<file path="src/rtl/viterbi_pkg.sv">
// Shared widths and the scheduler state encoding for the Viterbi job scheduler.
package viterbi_pkg;

  localparam int CW_W  = 8;
  localparam int NIB_W = 4;
  localparam int CNT_W = 8;

  typedef enum logic [1:0] {
    IDLE  = 2'd0,
    CLEAR = 2'd1,
    RUN   = 2'd2,
    HOLD  = 2'd3
  } state_t;

endpackage

</file>
<file path="src/rtl/codeword_fifo.sv">
// Synchronous codeword FIFO with an extra wrap bit on each pointer to tell full from empty.
module codeword_fifo #(
  parameter int DEPTH = 4,
  parameter int W     = 8
) (
  input  logic         clk,
  input  logic         rst_n,
  input  logic         i_wr,
  input  logic [W-1:0] i_wr_data,
  input  logic         i_rd,
  output logic [W-1:0] o_rd_data,
  output logic         o_full,
  output logic         o_empty
);

  localparam int AW = $clog2(DEPTH);

  logic [W-1:0] r_mem [DEPTH];
  logic [AW:0]  r_wr_ptr;
  logic [AW:0]  r_rd_ptr;
  logic         w_wr;
  logic         w_rd;

  assign o_empty   = (r_wr_ptr == r_rd_ptr);
  assign o_full    = (r_wr_ptr[AW] != r_rd_ptr[AW]) && (r_wr_ptr[AW-1:0] == r_rd_ptr[AW-1:0]);
  assign o_rd_data = r_mem[r_rd_ptr[AW-1:0]];
  assign w_wr      = i_wr & ~o_full;
  assign w_rd      = i_rd & ~o_empty;

  always_ff @(posedge clk or negedge rst_n) begin
    if (!rst_n) begin
      r_wr_ptr <= '0;
      r_rd_ptr <= '0;
    end else begin
      if (w_wr) r_wr_ptr <= r_wr_ptr + (AW+1)'(1);
      if (w_rd) r_rd_ptr <= r_rd_ptr + (AW+1)'(1);
    end
  end

  // Storage needs no reset: clearing the pointers already discards the contents.
  always_ff @(posedge clk) begin
    if (w_wr) r_mem[r_wr_ptr[AW-1:0]] <= i_wr_data;
  end

endmodule

</file>
<file path="src/rtl/viterbi_job_scheduler.sv">
// Queues received codewords and feeds them one by one to the Viterbi decoder with a per-job timeout.
// Optional feature: PARITY_CHECK_EN drops words whose bit 8 is not the even parity of bits 7:0.
//
// state | meaning
// IDLE  | decoder held clear, pop next codeword when the FIFO has one
// CLEAR | decoder held clear for CLR_CYC cycles with the new codeword on dec_data
// RUN   | dec_start high, waiting for dec_ready or the timeout
// HOLD  | decoder cleared, decoded nibble waiting for the consumer
module viterbi_job_scheduler
  import viterbi_pkg::*;
#(
  parameter int DEPTH   = 4,
  parameter int CLR_CYC = 2,
  parameter int TIMEOUT = 255
) (
  input  logic             clk,
  input  logic             start,
  input  logic             in_valid,
  input  logic [CW_W:0]    in_word,
  output logic             in_full,
  output logic             dec_start,
  output logic [CW_W-1:0]  dec_data,
  input  logic             dec_ready,
  input  logic [NIB_W-1:0] dec_out,
  output logic             out_valid,
  output logic [NIB_W-1:0] out_data,
  input  logic             out_ready,
  output logic             err_tmo,
  output logic [CNT_W-1:0] drop_cnt
);

  localparam logic [CNT_W-1:0] CLR_LOAD = CNT_W'(CLR_CYC - 1);
  localparam logic [CNT_W-1:0] TMO_MAX  = CNT_W'(TIMEOUT);

  state_t            r_state;
  logic [CNT_W-1:0]  r_clr_cnt;
  logic [CNT_W-1:0]  r_tmo_cnt;
  logic              r_dec_start;
  logic [CW_W-1:0]   r_dec_data;
  logic              r_out_valid;
  logic [NIB_W-1:0]  r_out_data;
  logic              r_err_tmo;
  logic [CNT_W-1:0]  r_drop_cnt;

  logic              w_full;
  logic              w_empty;
  logic [CW_W-1:0]   w_rd_data;
  logic              w_par_ok;
  logic              w_wr;
  logic              w_drop;
  logic              w_pop;

`ifdef PARITY_CHECK_EN
  assign w_par_ok = (in_word[CW_W] == ^in_word[CW_W-1:0]);
`else
  logic w_unused_par;
  assign w_par_ok     = 1'b1;
  assign w_unused_par = in_word[CW_W];
`endif

  // A word that is both full-dropped and parity-failed counts once.
  assign w_wr   = in_valid & ~w_full & w_par_ok;
  assign w_drop = in_valid & (w_full | ~w_par_ok);
  assign w_pop  = (r_state == IDLE) & ~w_empty;

  codeword_fifo #(
    .DEPTH (DEPTH),
    .W     (CW_W)
  ) u_fifo (
    .clk       (clk),
    .rst_n     (start),
    .i_wr      (w_wr),
    .i_wr_data (in_word[CW_W-1:0]),
    .i_rd      (w_pop),
    .o_rd_data (w_rd_data),
    .o_full    (w_full),
    .o_empty   (w_empty)
  );

  always_ff @(posedge clk or negedge start) begin
    if (!start) begin
      r_state     <= IDLE;
      r_clr_cnt   <= '0;
      r_tmo_cnt   <= '0;
      r_dec_start <= 1'b0;
      r_dec_data  <= '0;
      r_out_valid <= 1'b0;
      r_out_data  <= '0;
      r_err_tmo   <= 1'b0;
    end else begin
      case (r_state)
        IDLE: begin
          r_dec_start <= 1'b0;
          if (w_pop) begin
            r_dec_data <= w_rd_data;
            r_clr_cnt  <= CLR_LOAD;
            r_state    <= CLEAR;
          end
        end
        CLEAR: begin
          if (r_clr_cnt == '0) begin
            r_dec_start <= 1'b1;
            r_tmo_cnt   <= '0;
            r_state     <= RUN;
          end else begin
            r_clr_cnt <= r_clr_cnt - CNT_W'(1);
          end
        end
        RUN: begin
          if (dec_ready) begin
            r_out_data  <= dec_out;
            r_out_valid <= 1'b1;
            r_dec_start <= 1'b0;
            r_state     <= HOLD;
          end else if (r_tmo_cnt == TMO_MAX) begin
            r_err_tmo   <= 1'b1;
            r_dec_start <= 1'b0;
            r_state     <= IDLE;
          end else begin
            r_tmo_cnt <= r_tmo_cnt + CNT_W'(1);
          end
        end
        HOLD: begin
          if (out_ready) begin
            r_out_valid <= 1'b0;
            r_state     <= IDLE;
          end
        end
        default: r_state <= IDLE;
      endcase
    end
  end

  always_ff @(posedge clk or negedge start) begin
    if (!start) begin
      r_drop_cnt <= '0;
    end else if (w_drop && (r_drop_cnt != '1)) begin
      r_drop_cnt <= r_drop_cnt + CNT_W'(1);
    end
  end

  assign in_full   = w_full;
  assign dec_start = r_dec_start;
  assign dec_data  = r_dec_data;
  assign out_valid = r_out_valid;
  assign out_data  = r_out_data;
  assign err_tmo   = r_err_tmo;
  assign drop_cnt  = r_drop_cnt;

endmodule

</file>
<file path="config.mk">
export PLATFORM = sky130hd
export DESIGN_NAME = viterbi_job_scheduler
export DESIGN_NICKNAME = d
export VERILOG_FILES = /design/src/rtl/viterbi_pkg.sv /design/src/rtl/codeword_fifo.sv /design/src/rtl/viterbi_job_scheduler.sv
export SDC_FILE = /design/constraint.sdc
export NUM_CORES = 1
export LEC_CHECK = 0
export CORE_MARGIN = 3
export CORE_UTILIZATION = 45
export CTS_CLUSTER_DIAMETER = 40
export CTS_CLUSTER_SIZE = 30
export DETAILED_ROUTE_END_ITERATION = 8
export GPL_ROUTABILITY_DRIVEN = 0
export GPL_TIMING_DRIVEN = 0
export PLACE_DENSITY = 0.73
export SYNTH_ARGS = -nofsm -noshare
export SYNTH_HDL_FRONTEND = slang
export SYNTH_SLANG_ARGS = --single-unit
export TNS_END_PERCENT = 30
</file>
<file path="constraint.sdc">
create_clock -name clk -period 2.29 [get_ports clk]
set_input_delay 0.5725 -clock clk [delete_from_list [all_inputs] [get_ports clk]]
set_output_delay 0.5725 -clock clk [all_outputs]
set_load 0.01 [all_outputs]
</file>
==> reports/results.txt <==
met2 GRT Util: 0.264
Die Ht: 95.4 um
Initial DRC Count: 96
PwrDens: 1350 nW/um2
Worst setup EP type: flip-flop
CTS tree: built
CP Data Arrival Time: 2400 ps
status: complete, no violations
CTS max path bufs: 2
total number of vias: 2232
synth warn: 0
Ant. Diodes: 0
fin. max-slew vios: 0
Worst Path Max Fanout: 10
leakage: 1.80 nW
DR vias/cell: 5.31
synthesized instance count: 260
average wire per standard cell: 15.9 um
final hold vios: 0
DIE AREA: 9100 um2
routing usage on met1: 0.207
final wirelength: 6.69 mm
unrepaired setup endpoints after global routing: no
Post-Synthesis Cell Area: 3590 um2
Worst path slowest cell: a311oi_4
most frequent cell on the critical path: buf_6
design area: 4430 um2
total power: 5.96 mW
crit-path cells: buf_6 > xnor2_4 > buf_4 > a311oi_4 > buf_6 > mux2_4
DRC violation count after routing: 0
worst reg2reg setup slack: 140 ps
Setup CP Type: flip-flop to flip-flop
CP Launch Type: flip-flop
commonest cells in the netlist: 47 x dfrtp_1, 32 x edfxtp_1, 18 x nand2_1, 13 x mux2_2, 10 x xor2_1
antenna-violating nets left: 0
Slew headroom: 0.482
CTS buffer count: 9
Tightest Pin Transition: 770 ps
slowest cell delay on critical path: 610 ps
initial antenna violation count: 0
Hold/Removal Path Class: primary input to asynchronous set/reset pin
layout cells sized above 1: 0.181
Worst R2R Path Depth: 6
syn avg cell area: 13.8 um2
peak supply drop: 732 uV
vias in the first global route: 2256
syn nets: 287
total global-route track usage: 0.162
final period utilization: 0.941
placed cell count: 399
Root Driver: clkbuf_8
First-pass DRT Iterations: 5
leading area contributor after synthesis: dfrtp_1
Initial Util: 0.480
fin cells: 420
most numerous cell in the Yosys netlist: dfrtp_1
worst r2r dst: dec_data[7]
Die X: 95.4 um
# hold bufs at CTS: 0
row cnt: 31
Max Cap Viol: 0
GR met3 Demand/Resource: 0.0545
P&R area growth vs syn: 23.3%
largest net degree at the start of global routing: 26
GR Overflow Total: 0
detailed placer's ending HPWL: 4.54 mm
Worst R2R Start: u_fifo.r_rd_ptr[0]
H-tree depth: 3
global-route wire length before repair: 11.0 mm
PortBufs: 39
total core area: 7490 um2
Clock transition at path regs: 90 ps
share of the synthesized area in the top cell type: 0.327
Synth area leaders: dfrtp_1 33%, edfxtp_1 27%, mux4_1 4.4%
final setup fails: 0
Synth cell types: 53
Synth async-reset ratio: 0.595
post-layout min period: 2150 ps
Worst Skew: 14.4 ps
io pins: 42
Top FF cell, synth: dfrtp_1
Final #Nets: 343
FF+latch count, synth: 79
# clock sinks: 79
Worst-Skew Late Latency: 360 ps
WP data required: 2530 ps
busiest grt layer: met2
Placed Area: 4120 um2
Fin Hold WS: 191 ps
Max Clk Rate: 0.464 GHz
register area share after synthesis: 0.595
number of enable flip-flop cells after synthesis: 32
where the power goes:
group,switching [mW],internal (mW)
logic,1.19,1.34
clock network,0.554,0.637
registers,0.310,1.93
total,2.06,3.91
kinds of logic after synthesis:
logic type      after synthesis  share of synthesized area
buf+inv                      19                     0.0268
fa+ha+maj                     9                     0.0313
simple gates                 73                      0.112
mux                          25                      0.111
flops                        79                      0.595
compound gates               36                     0.0734
xor+xnor                     19                     0.0505
area by class of cell:
| cell class | instances | area, um2 |
|---|---|---|
| Clock buffer | 9 | 124 |
| Buffer | 11 | 68.8 |
| Fill cell | 599 | 3050 |
| Clock inverter | 7 | 106 |
| Sequential cell | 79 | 2140 |
| Inverter | 8 | 30.0 |
| Timing Repair Buffer | 45 | 438 |
| Tap cell | 99 | 124 |
| Multi-Input combinational cell | 162 | 1410 |
worst max-delay path: cells and delay by family (launching register included):
kind,cells,cell delay (ps)
buffers and inverters,3,580
DFF,1,400
xor gates and xnor gates,1,160
AOI/OAI and AO/OA,1,610
muxes,1,300
registers in the layout, summed over array words and instances (netlist names), 2 cells and up:
| register | cells |
|---|---|
| r_tmo_cnt | 8 |
| r_clr_cnt | 8 |
| r_state | 2 |
| dec_data | 8 |
| u_fifo.r_wr_ptr | 3 |
| out_data | 4 |
| drop_cnt | 8 |
| u_fifo.r_rd_ptr | 3 |
| u_fifo.r_mem | 32 |
routing by layer:
layer / wire, um / vias up
li1: - / 1082
met1: 2920 / 1102
met2: 3410 / 42
met3: 295 / 6
met4: 68 / 0
met5: 0 / -
placed cells by master, fill, tap and decap left out, types with 6 or more instances in the layout:
master and n:
dfrtp_1 47, clkdlybuf4s50_1 37, edfxtp_1 32, nand2_1 18, mux2_2 13, xor2_1 10
ha_1 9, clkbuf_8 9, inv_1 8, nor2_1 8, a21oi_1 8, a31oi_1 7
buf_4 6, clkbuf_1 6, and3_1 6, xnor2_1 6, nand2b_1 6, nor4_1 6
mux4_1 6
metrics by stage:
step	util	setup slack [ps]	setup TNS (ps)
finish	0.592	136	0
global route	0.592	51.7	0
CTS	0.591	24.7	0
detailed placement	0.551	-153	-694
global placement	0.549	-783	-37460
floorplan	-	506	0
worst max-delay path by stage:
stage | from | endpoint | depth (start not counted)
3_3_place_gp | start | dec_data[5] | 1
6_report | u_fifo.r_rd_ptr[0] | dec_data[7] | 6
3_5_place_dp | dec_ready | r_tmo_cnt[7] | 5
5_1_grt | u_fifo.r_rd_ptr[0] | u_fifo.r_rd_ptr[1] | 6
2_1_floorplan | r_clr_cnt[1] | r_clr_cnt[0] | 6
4_1_cts | u_fifo.r_rd_ptr[0] | in_full | 6
repair_timing:
item	in CTS	in global routing
resized for setup	7	2
pin swaps	3	1
setup buffers	4	1
hold endpoints to repair	0	0
endpoints found under the setup margin	1	2
Note: power is estimated with default switching activity, not from simulation.
